==> src/rtl/intdiv_pkg.sv <==
// Shared bexkat1 definitions used by the integer divide unit.
//   intfunc_t      : integer calculator operation select
//   intdiv_state_t : divide unit control states
package bexkat1Def;

  typedef enum logic [3:0] {
    INT_ADD  = 4'h0,
    INT_SUB  = 4'h1,
    INT_MUL  = 4'h2,
    INT_AND  = 4'h3,
    INT_OR   = 4'h4,
    INT_XOR  = 4'h5,
    INT_COM  = 4'h6,
    INT_NEG  = 4'h7,
    INT_LSL  = 4'h8,
    INT_LSR  = 4'h9,
    INT_ASR  = 4'hA,
    INT_CMP  = 4'hB,
    INT_DIV  = 4'hC,
    INT_MOD  = 4'hD,
    INT_DIVU = 4'hE,
    INT_MODU = 4'hF
  } intfunc_t;

  typedef enum logic [1:0] {
    IDLE = 2'd0,
    CALC = 2'd1,
    DONE = 2'd2
  } intdiv_state_t;

  // True for the four operations handled by the divide unit.
  function automatic logic is_div_func(input intfunc_t f);
    return (f == INT_DIV) || (f == INT_MOD) || (f == INT_DIVU) || (f == INT_MODU);
  endfunction

endpackage

==> src/rtl/intdiv_step.sv <==
// One radix-2 restoring division step (combinational).
//   r      : partial remainder in
//   q      : shifting dividend / quotient register in
//   d      : divisor
//   r_next : partial remainder out
//   q_next : dividend/quotient shifted left with the new quotient bit in bit 0
module intdiv_step #(
  parameter int unsigned WIDTH = 32
) (
  input  logic [WIDTH-1:0] r,
  input  logic [WIDTH-1:0] q,
  input  logic [WIDTH-1:0] d,
  output logic [WIDTH-1:0] r_next,
  output logic [WIDTH-1:0] q_next
);

  logic [WIDTH:0] r_shift;
  logic [WIDTH:0] diff;

  // Keep the full WIDTH+1-bit shifted remainder so the compare is exact.
  always_comb begin
    r_shift = {r, q[WIDTH-1]};
    diff    = r_shift - {1'b0, d};
    if (!diff[WIDTH]) begin
      r_next = diff[WIDTH-1:0];
      q_next = {q[WIDTH-2:0], 1'b1};
    end else begin
      r_next = r_shift[WIDTH-1:0];
      q_next = {q[WIDTH-2:0], 1'b0};
    end
  end

endmodule

==> src/rtl/intdiv.sv <==
// Multi-cycle integer divide unit: DIV/MOD/DIVU/MODU, one quotient bit per cycle.
//   clk_i, rst_i      : clock, asynchronous active-high reset
//   flush_i           : synchronous abort of any operation in flight
//   in_valid/in_ready : request handshake; func, a (dividend), b (divisor) sampled on accept
//   out_valid/out_ready : result handshake; result holds quotient or remainder
module intdiv
  import bexkat1Def::*;
#(
  parameter int unsigned WIDTH = 32
) (
  input  logic             clk_i,
  input  logic             rst_i,
  input  logic             flush_i,
  input  logic             in_valid,
  output logic             in_ready,
  input  intfunc_t         func,
  input  logic [WIDTH-1:0] a,
  input  logic [WIDTH-1:0] b,
  output logic             out_valid,
  input  logic             out_ready,
  output logic [WIDTH-1:0] result
);

  localparam int unsigned CW = $clog2(WIDTH);
  localparam logic [WIDTH-1:0] MIN_VAL = {1'b1, {(WIDTH-1){1'b0}}};

  intdiv_state_t    state_q, state_d;
  logic [CW-1:0]    count_q, count_d;
  logic [WIDTH-1:0] r_q, r_d;
  logic [WIDTH-1:0] q_q, q_d;
  logic [WIDTH-1:0] d_q, d_d;
  logic             qneg_q, qneg_d;
  logic             rneg_q, rneg_d;
  logic             is_mod_q, is_mod_d;
  logic [WIDTH-1:0] result_q, result_d;
  logic             out_valid_q, out_valid_d;
  logic             in_ready_q, in_ready_d;

  logic [WIDTH-1:0] r_next, q_next;
  logic             req_signed, req_mod;
  logic [WIDTH-1:0] a_abs, b_abs;

  intdiv_step #(.WIDTH(WIDTH)) u_step (
    .r      (r_q),
    .q      (q_q),
    .d      (d_q),
    .r_next (r_next),
    .q_next (q_next)
  );

  // Operand decode; magnitudes only matter for the signed ops.
  always_comb begin
    req_signed = (func == INT_DIV) || (func == INT_MOD);
    req_mod    = (func == INT_MOD) || (func == INT_MODU);
    a_abs      = (req_signed && a[WIDTH-1]) ? (WIDTH'(0) - a) : a;
    b_abs      = (req_signed && b[WIDTH-1]) ? (WIDTH'(0) - b) : b;
  end

  // Next-state and datapath control.
  always_comb begin
    state_d     = state_q;
    count_d     = count_q;
    r_d         = r_q;
    q_d         = q_q;
    d_d         = d_q;
    qneg_d      = qneg_q;
    rneg_d      = rneg_q;
    is_mod_d    = is_mod_q;
    result_d    = result_q;
    out_valid_d = out_valid_q;
    in_ready_d  = in_ready_q;

    if (flush_i) begin
      state_d     = IDLE;
      out_valid_d = 1'b0;
      in_ready_d  = 1'b1;
    end else begin
      unique case (state_q)
        IDLE: begin
          if (in_valid) begin
            in_ready_d = 1'b0;
            if (!is_div_func(func)) begin
              result_d    = '0;
              state_d     = DONE;
              out_valid_d = 1'b1;
            end else if (b == '0) begin
              result_d    = req_mod ? a : '1;
              state_d     = DONE;
              out_valid_d = 1'b1;
            end else if (req_signed && (a == MIN_VAL) && (b == '1)) begin
              result_d    = req_mod ? '0 : MIN_VAL;
              state_d     = DONE;
              out_valid_d = 1'b1;
            end else begin
              r_d      = '0;
              q_d      = a_abs;
              d_d      = b_abs;
              qneg_d   = req_signed & (a[WIDTH-1] ^ b[WIDTH-1]);
              rneg_d   = req_signed & a[WIDTH-1];
              is_mod_d = req_mod;
              count_d  = CW'(WIDTH - 1);
              state_d  = CALC;
            end
          end
        end
        CALC: begin
          r_d = r_next;
          q_d = q_next;
          if (count_q == '0) begin
            state_d     = DONE;
            out_valid_d = 1'b1;
            if (is_mod_q) begin
              result_d = rneg_q ? (WIDTH'(0) - r_next) : r_next;
            end else begin
              result_d = qneg_q ? (WIDTH'(0) - q_next) : q_next;
            end
          end else begin
            count_d = count_q - CW'(1);
          end
        end
        DONE: begin
          if (out_ready) begin
            state_d     = IDLE;
            out_valid_d = 1'b0;
            in_ready_d  = 1'b1;
          end
        end
        default: begin
          state_d     = IDLE;
          out_valid_d = 1'b0;
          in_ready_d  = 1'b1;
        end
      endcase
    end
  end

  // State and datapath registers.
  always_ff @(posedge clk_i or posedge rst_i) begin
    if (rst_i) begin
      state_q     <= IDLE;
      count_q     <= '0;
      r_q         <= '0;
      q_q         <= '0;
      d_q         <= '0;
      qneg_q      <= 1'b0;
      rneg_q      <= 1'b0;
      is_mod_q    <= 1'b0;
      result_q    <= '0;
      out_valid_q <= 1'b0;
      in_ready_q  <= 1'b1;
    end else begin
      state_q     <= state_d;
      count_q     <= count_d;
      r_q         <= r_d;
      q_q         <= q_d;
      d_q         <= d_d;
      qneg_q      <= qneg_d;
      rneg_q      <= rneg_d;
      is_mod_q    <= is_mod_d;
      result_q    <= result_d;
      out_valid_q <= out_valid_d;
      in_ready_q  <= in_ready_d;
    end
  end

  assign in_ready  = in_ready_q;
  assign out_valid = out_valid_q;
  assign result    = result_q;

endmodule

==> config.mk <==
export PLATFORM = sky130hd
export DESIGN_NAME = intdiv
export DESIGN_NICKNAME = d
export VERILOG_FILES = /design/src/rtl/intdiv_pkg.sv /design/src/rtl/intdiv_step.sv /design/src/rtl/intdiv.sv
export SDC_FILE = /design/constraint.sdc
export NUM_CORES = 1
export LEC_CHECK = 0
export CELL_PAD_IN_SITES_DETAIL_PLACEMENT = 0
export CELL_PAD_IN_SITES_GLOBAL_PLACEMENT = 1
export CORE_ASPECT_RATIO = 0.7
export CORE_UTILIZATION = 32
export DETAILED_ROUTE_END_ITERATION = 6
export PLACE_DENSITY = 0.72
export SLEW_MARGIN = 0
export SYNTH_ARGS = -nofsm -noshare
export SYNTH_HDL_FRONTEND = slang
export SYNTH_SLANG_ARGS = --single-unit
==> constraint.sdc <==
create_clock -name clk_i -period 7.9 [get_ports clk_i]
set_input_delay 1.58 -clock clk_i [delete_from_list [all_inputs] [get_ports clk_i]]
set_output_delay 1.58 -clock clk_i [all_outputs]
set_load 0.01 [all_outputs]
==> flow_summary.toml, run 1 <==
[routing]
routedWlPerCell_um = 19.1
vias_per_cell = 5.65
drt_iter0_drc = 895
num_vias = 11900
drt_wl_total_um = 40000
drc = 0
firstDrtPassIters = 5
postRouteAntennaNets = 0

[cts]
clock_tree.root_cell = "clkbuf_16"
cts_tree = "yes"
cts_buffer_depth = 2
path_clk_slew_ps = 70
htree_levels = 4
numCtsBuffers = 17
cts_setup_buffers = 0
clk_latency_ps = 460
clock-sinks = 140
holdBufCountCts = 0
cts_resized = 0

[critical_path]
critPathTopFamily = "compound AO/OA/AOI/OAI gates"
worstSetupPathType = "flop to flop"
cp.arrival_ps = 6280
crit_top_cell = "o211a_1"
start_kind = "flop"
required_ps = 8250
worst-path-buf-inv = 2
cp_slowest_cell = "o211a_1"
crit_fanout = 11
critPathCaptureType = "flop"
path_cells = "inv_1 -> ha_1 -> inv_1 -> fa_1 -> a211oi_1 -> o211a_1 -> o211a_1 -> or3b_1 -> o211a_1 -> mux2i_1 -> ha_1 -> or3b_2 -> or3_1 -> mux2_2 -> o21bai_1 -> o41ai_2 -> xor2_1 -> a211oi_1 -> a311oi_1"
cpPeakStageDelay_ps = 510
r2r_cells = 19
cp_num_cells = 19

[synthesis]
netlist_instances = 1555
syn-cell-area_um2 = 11900
yosys_warnings = 0
synth_cell_types = 85
async_flop_share = 1.00
synth_flop_cell = "dfrtp_1"
synth-seq-area-share = 0.295
synth-seq-cells = 140
synth-edff-count = 0
avgSynthCellArea_um2 = 7.65
syn-num-nets = 1668

[sta]
tns_ps = 0
clock_skew_ps = 10.6
final-hold-violation-count = 0
rsz0062_at_grt = "no"
fin_crit_ps = 5930
holdWs_ps = 525
max_freq_ghz = 0.169
finalMaxSlewViolations = 0
slew_headroom = 0.223
tightest_slew_ps = 1160
period_share = 0.751
finalSetupViolCount = 0

[global_routing]
grtUsageTotal = 0.216
grt_max_degree = 88
grt_pass1_vias = 11300
antenna_found_initial = 0
overflow = 0
grt_pass1_wl_um = 64200

[floorplan]
die_h_um = 163
rows = 58
die_x_um = 232
initial_core_util = 0.328
die_area_um2 = 38000
core_um2 = 36300
boundaryPins = 107

[final_layout]
nets = 1720
layout-drive-gt1-share = 0.0506
antenna_cells = 0
n_fill_cell = 3743
area_growth_pct = 17.1

[power_and_ir_drop]
leakagePower_nw = 5.51
ir_worst_vdd_uv = 193
p_per_area_nw_per_um2 = 242

[worst_hold_path]
hp-class = "flop to flop"
holdPathStages = 2

[run]
cap_violations = 0

[placed_design]
dp_hpwl_um = 30100
gp_congestion = 0.892
numPortBuffers = 106

[run_status]
run_status = "complete, no violations"
-- stage by stage --
step | cell area [µm²] | total power, mW | utilization | setup slack (ps) | cells
2_1_floorplan | 11900 | 2.03 | - | 2350 | 1555
3_3_place_gp | 13300 | 2.49 | 0.368 | 1860 | 2068
3_5_place_dp | 13300 | 2.51 | 0.368 | 1740 | 2068
4_1_cts | 13900 | 3.37 | 0.384 | 2020 | 2100
5_1_grt | 13900 | 3.60 | 0.384 | 1670 | 2100
6_report | 13900 | 3.37 | 0.384 | 1970 | 2100
-- synth_stat cells, types with 5 or more instances --
cell type  instances  area, µm²
o21ai_0          202       1010
clkbuf_1          57        214
o211ai_1          20        150
or3_1             29        181
o31ai_1           26        195
o21bai_1           8       60.1
or2_2              6       37.5
ha_1              39        488
a31oi_1           17        106
xnor2_1           74        648
and2_1            12       75.1
nor2_1           128        480
or4_1             14        105
a211oi_1          13       97.6
inv_1             56        210
nor4_1            22        138
mux2i_1           24        240
nor3_1            45        225
buf_2             16       80.1
and3_1            12       75.1
nor3b_1            5       37.5
xor2_1            51        447
nand2_1          195        732
buf_1             12       45.0
o211a_1            5       50.1
o21ai_1            6       30.0
a21o_1            18        135
dfrtp_1          139       3480
nand3_1           25        125
nand2b_1          14       87.6
o21a_1            13       97.6
o41ai_1           10       87.6
a21oi_1          122        611
nand4_1           15       93.8
mux2_2             7       78.8
-- layout make-up --
class	instances	area, µm²	share of cell area
multi-input combinational	1269	7820	0.561
inverter	58	223	0.0160
clock inverter	13	153	0.0110
sequential	140	3500	0.252
timing repair buffer	121	1190	0.0851
tap	480	601	0.0431
clock buffer	19	443	0.0318
-- per-layer routing --
metal | wire (µm) | vias up | track usage
li1 | - | 5745 | -
met1 | 20500 | 5800 | 0.322
met2 | 17400 | 291 | 0.324
met3 | 1760 | 29 | 0.0319
met4 | 425 | 0 | 0.0529
met5 | 0 | - | 0
-- tightest hold or removal path: cells and delay by family, from the launching register on --
kind | cells | cell delay (ps)
compound gates | 1 | 60
flops | 1 | 370
simple gates | 1 | 50
-- worst paths after layout --
kind	start	end	slack, ps
max in group asynchronous	rst_i	r_q[21]	4910
hold reg to reg	result[18]	result[18]	520
hold / removal	result[18]	result[18]	520
setup reg to reg	q_q[31]	result[28]	1970
setup / recovery	q_q[31]	result[28]	1970
min in group asynchronous	rst_i	q_q[27]	1680
-- power breakdown --
part	leakage, nW	switching (mW)	total [mW]	internal, mW
combinational	3.46	0.851	1.44	0.587
sequential	1.77	0.189	1.08	0.893
clock	0.282	0.369	0.849	0.480
-- registers in the layout, summed over array words and instances (netlist names) --
| signal | cells |
|---|---|
| rneg_q | 1 |
| d_q | 32 |
| qneg_q | 1 |
| out_valid | 1 |
| is_mod_q | 1 |
| q_q | 32 |
| count_q | 5 |
| state_q | 2 |
| r_q | 32 |
| in_ready | 1 |
| result | 32 |
-- cell usage in the layout, fill, tap and decap left out, types with 5 or more instances in the layout --
cell and instances:
o21ai_0 202, nand2_1 194, dfrtp_1 139, nor2_1 128
a21oi_1 122, clkdlybuf4s50_1 106, xnor2_1 74, inv_1 55
xor2_1 51, nor3_1 45, ha_1 39, or3_1 29
o31ai_1 26, nand3_1 25, mux2i_1 24, nor4_1 22
o211ai_1 20, a21o_1 18, a31oi_1 17, clkbuf_16 17
nand4_1 15, nand2b_1 14, or4_1 14, buf_4 14
a211oi_1 13, o21a_1 13, and2_1 12, and3_1 12
o41ai_1 10, o21bai_1 8, mux2_2 7, inv_6 7
or2_2 6, o21ai_1 6, o211a_1 5
-- cells by family (layout without fill, tap and decap cells) --
logic type	Yosys count	count (layout)	share of synthesized area
DFF	140	140	0.295
muxes	32	32	0.0281
xor gates and xnor gates	125	125	0.0921
and+or+nand+nor	549	549	0.221
adders and majority gates	40	40	0.0427
buffers and inverters	146	211	0.0493
AOI/OAI and AO/OA	523	523	0.272
Power figures use the tool's default switching activity.
==> inputs of run 2 (changes only) <==
PLACE_DENSITY = 0.74   (was 0.72)
clock period = 5.42 ns   (was 7.9 ns; I/O delays follow)
==> run 2 against run 1 <==
Net effect:
- first-iteration DRC count rose by 17%
- utilization increased by 0.91 points
- cell count rose by 1.2%
- routed wire length up 1.1%
- cell area grew 2.4%
- clock power up 58%
- die area unchanged
- setup slack lost 1700 ps
- register-to-register slack got worse by 1700 ps
- sequential power is 47% higher
==> flow_summary.toml, run 2 (synthesis results as in run 1) <==
[run_status]
run_status = "complete, no violations"

[power_and_ir_drop]
p_seq_frac = 0.313
switchingPower_mw = 2.04
comb_power_share = 0.423
intPower_mw = 3.05
p_sw_frac = 0.401
p_per_area_nw_per_um2 = 357
ir_worst_vdd_uv = 239
leakagePower_nw = 5.66
p_clk_frac = 0.264

[sta]
fin_crit_ps = 5140
finalMaxSlewViolations = 0
finalSetupViolCount = 0
max_freq_ghz = 0.195
tns_ps = 0
period_share = 0.948
slew_headroom = 0.215
final-hold-violation-count = 0
tightest_slew_ps = 1180
clock_skew_ps = 7.82
rsz0062_at_grt = "no"

[worst_hold_path]
hold-path-endpoint = "result[16]"
hp-start = "result[16]"
holdPathStages = 2
hp-class = "flop to flop"

[cts]
clk_latency_ps = 450
cts_setup_buffers = 0
cts_resized = 0
path_clk_slew_ps = 70
cts_tree = "yes"
holdBufCountCts = 0
numCtsBuffers = 17
cts_buffer_depth = 2
clock-sinks = 140
htree_levels = 4
clock_tree.root_cell = "clkbuf_16"

[global_routing]
grt_pass1_wl_um = 63800
overflow = 0
grt_pass1_vias = 11300
grtUsageTotal = 0.216
antenna_found_initial = 0
grt_max_degree = 74

[floorplan]
boundaryPins = 107
core_um2 = 36300
die_x_um = 232
initial_core_util = 0.328
die_h_um = 163
rows = 58
die_area_um2 = 38000

[critical_path]
r2r-end = "result[30]"
rrSetupSlack_ps = 280
required_ps = 5750
worstSetupPathType = "flop to flop"
crit_fanout = 6
r2r-start = "r_q[11]"
cp.arrival_ps = 5470
critPathCaptureType = "flop"
start_kind = "flop"
r2r_cells = 18

[routing]
vias_per_cell = 5.64
drt_wl_total_um = 40500
routedWlPerCell_um = 19.0
postRouteAntennaNets = 0
drt_iter0_drc = 1046
num_vias = 12000
drc = 0
firstDrtPassIters = 5

[run]
cap_violations = 0

[final_layout]
layout-drive-gt1-share = 0.0735
n_fill_cell = 3742
final_cell_mix = "o21ai_0 (202), nand2_1 (194), dfrtp_1 (139)"
multiInputGateArea_um2 = 7890
antenna_cells = 0
utilization = 0.393
seqCellArea_um2 = 3500
area_growth_pct = 19.9
nets = 1746
layout_commonest_cell = "o21ai_0"

[placed_design]
numPortBuffers = 106
gp_congestion = 0.936
dp_hpwl_um = 31400
run 2: cell types whose count changed in the layout (fill, tap and decap cells not counted), sizes merged:
cell / before / now
buf: 15 / 41
bufinv: 2 / 5
clkbuf: 19 / 18
clkinv: 3 / 5
clkinvlp: 3 / 2
inv: 63 / 60
run 2: cell type report:
class | count | area share
Multi-Input combinational cell | 1269 | 0.553
Sequential cell | 140 | 0.246
Timing Repair Buffer | 147 | 0.0977
Tap cell | 480 | 0.0421
Clock buffer | 18 | 0.0308
Inverter | 58 | 0.0156
Clock inverter | 14 | 0.0151
run 2: worst max-delay path, stage by stage (launching register included):
cell and delay [ps]:
dfrtp_1 430, ha_2 410, nor3_1 70, o31a_1 340, or4_4 500, or3b_1 360, o211a_2 200, inv_2 110
nor2_1 50, a21oi_2 140, ha_2 220, or3b_2 480, or3_1 320, mux2_2 310, o21bai_4 210, or2_2 330
o41ai_2 310, xor2_1 180, o21ai_1 70
run 2: how the worst max path moves through the flow:
stage | startpoint | end | depth (start not counted)
floorplan | r_q[12] | result[30] | 21
global placement | r_q[11] | result[30] | 18
detailed placement | r_q[24] | result[30] | 18
CTS | r_q[11] | result[30] | 18
global route | q_q[31] | result[30] | 21
finish | r_q[11] | result[30] | 18
run 2: power groups by stage:
stage	Clock [mW]	Sequential, mW	Combinational [mW]
after floorplan	0	1.52	1.45
after global placement	0	1.60	2.10
after detailed placement	0	1.60	2.12
after CTS	1.37	1.59	2.13
after global routing	1.40	1.62	2.40
final	1.34	1.59	2.15
run 2: routing by layer:
layer  global-route usage  part of all wire
met5                    0                 0
met4               0.0628             0.016
met3               0.0293             0.058
met2                0.316              0.43
met1                0.325              0.50
run 2: through the flow:
step / instances / power (mW) / hold slack, ps / cell area, µm² / worst slack, ps
floorplan: 1555 / 2.98 / 477 / 11900 / 6.01
global placement: 2094 / 3.70 / 507 / 13600 / 200
detailed placement: 2094 / 3.72 / 511 / 13600 / 145
CTS: 2126 / 5.09 / 525 / 14200 / 116
global route: 2126 / 5.43 / 540 / 14300 / 10.6
finish: 2126 / 5.09 / 512 / 14300 / 281
==> inputs of run 3 (changes only) <==
CAP_MARGIN = 20   (was default)
==> run 3 against run 2 <==
Net effect:
- clock skew increased by 3.0 ps
- clock-buffer cell count unchanged
- via count increased by 0.27%
- die area unchanged
- clock power about the same
- routed wire length about the same
- register-to-register slack improved by 20 ps
- cell area increased by 0.11%
- first-iteration DRC count increased by 5.8%
- utilization about the same
- setup slack improved by 20 ps
- critical endpoint unchanged
- highest routed layer unchanged
==> flow_summary.toml, run 3 (synthesis results as in run 1) <==
[power_and_ir_drop]
p_clk_frac = 0.265
p_total_mw = 5.09
p_sw_frac = 0.401
switchingPower_mw = 2.04
intPower_mw = 3.05
ir_worst_vdd_uv = 240
comb_power_share = 0.423
p_seq_frac = 0.312
leakagePower_nw = 5.67
p_per_area_nw_per_um2 = 357

[floorplan]
die_area_um2 = 38000
rows = 58
core_um2 = 36300
boundaryPins = 107
die_h_um = 163
die_x_um = 232
initial_core_util = 0.328

[final_layout]
final_cell_mix = "o21ai_0 (202), nand2_1 (194), dfrtp_1 (139)"
finish.instance_area_um2 = 14300
layout_commonest_cell = "o21ai_0"
area_growth_pct = 20.1
antenna_cells = 0
layout-drive-gt1-share = 0.0741
nets = 1747
n_fill_cell = 3742

[global_routing]
antenna_found_initial = 0
overflow = 0
grt_max_degree = 74
grt_pass1_vias = 11300
grtUsageTotal = 0.216
grt_pass1_wl_um = 63800

[sta]
final-hold-violation-count = 0
clock_skew_ps = 10.8
fin_crit_ps = 5120
max_freq_ghz = 0.195
finalMaxSlewViolations = 0
tns_ps = 0
period_share = 0.945
finalSetupViolCount = 0
slew_headroom = 0.338
rsz0062_at_grt = "no"
tightest_slew_ps = 991

[routing]
drt_wl_total_um = 40400
routedWlPerCell_um = 19.0
drt_iter0_drc = 1107
num_vias = 12000
firstDrtPassIters = 5
vias_per_cell = 5.65
drc = 0
postRouteAntennaNets = 0

[placed_design]
place_area_um2 = 13600
dp_hpwl_um = 31400
gp_congestion = 0.936
numPortBuffers = 106

[critical_path]
critPathTopFamily = "simple AND/OR/NAND/NOR gates"
required_ps = 5750
cp.arrival_ps = 5450
crit_fanout = 6
path_cells = "ha_2 -> nor3_1 -> o31a_1 -> or4_4 -> or3b_1 -> o211a_2 -> inv_2 -> nor2_1 -> a21oi_2 -> ha_2 -> or3b_2 -> or3_1 -> mux2_2 -> o21bai_4 -> or2_2 -> o41ai_2 -> xor2_1 -> o21ai_1"
worst-path-buf-inv = 1
worstSetupPathType = "flop to flop"
cp_slowest_cell = "or4_4"
crit_top_cell = "ha_2"
critPathCaptureType = "flop"
cpPeakStageDelay_ps = 500
start_kind = "flop"

[cts]
cts_buffer_depth = 2
cts_tree = "yes"
path_clk_slew_ps = 70
htree_levels = 4
clock_tree.root_cell = "clkbuf_16"
clk_latency_ps = 450
cts_setup_buffers = 0
numCtsBuffers = 17
clock-sinks = 140

[run]
cap_violations = 0

[run_status]
run_status = "complete, no violations"

[worst_hold_path]
hp-class = "flop to flop"
run 3: changes by cell type in the layout (fill, tap and decap cells not counted), sizes merged:
cell  previous run  this run
buf             41        42
run 3: path summary, 6_finish.rpt:
| kind | from | endpoint | slack (ps) | depth (start not counted) |
|---|---|---|---|---|
| max | r_q[11] | result[30] | 300 | 18 |
| min | result[16] | result[16] | 510 | 2 |
| max reg2reg | r_q[11] | result[30] | 300 | 18 |
| min reg2reg | result[16] | result[16] | 510 | 2 |
| max in group asynchronous | rst_i | q_q[1] | 3240 | 3 |
| min in group asynchronous | rst_i | q_q[28] | 1120 | 2 |
run 3: repair_timing:
item	CTS	global route
endpoints found under the setup margin	0	4
hold buffers	0	0
gates resized for setup	0	7
run 3: cell type report:
class / count / area [µm²] / area share
repair buffers: 148 / 1410 / 0.0987
flip-flops and latches: 140 / 3500 / 0.245
well taps: 480 / 601 / 0.0421
multi-input cells: 1269 / 7890 / 0.552
clock buffers: 18 / 439 / 0.0308
inverters: 58 / 223 / 0.0156
clock inverters: 14 / 215 / 0.0151
run 3: worst min-delay path, cell delays in order (launching register included):
cell and delay (ps):
dfrtp_1 360, nand2_1 50, o21ai_0 60
run 3: power by group through the flow:
| stage | sequential (mW) | combinational, mW | clock, mW |
|---|---|---|---|
| 2_1_floorplan | 1.52 | 1.45 | 0 |
| 3_3_place_gp | 1.60 | 2.10 | 0 |
| 3_5_place_dp | 1.60 | 2.12 | 0 |
| 4_1_cts | 1.59 | 2.13 | 1.37 |
| 5_1_grt | 1.62 | 2.40 | 1.40 |
| 6_report | 1.59 | 2.15 | 1.35 |
run 3: per-layer routing:
layer | track usage | share of wire | wire [µm]
met1 | 0.325 | 0.49 | 20000
met2 | 0.316 | 0.43 | 17300
met3 | 0.0293 | 0.060 | 2450
met4 | 0.0628 | 0.018 | 745
met5 | 0 | 0 | 0
run 3: through the flow:
step	worst slack (ps)	utilization	hold slack [ps]	cells
CTS	116	0.392	525	2126
global route	10.6	0.394	540	2127
floorplan	6.01	-	477	1555
detailed placement	145	0.374	511	2094
finish	301	0.394	510	2127
global placement	200	0.374	507	2094
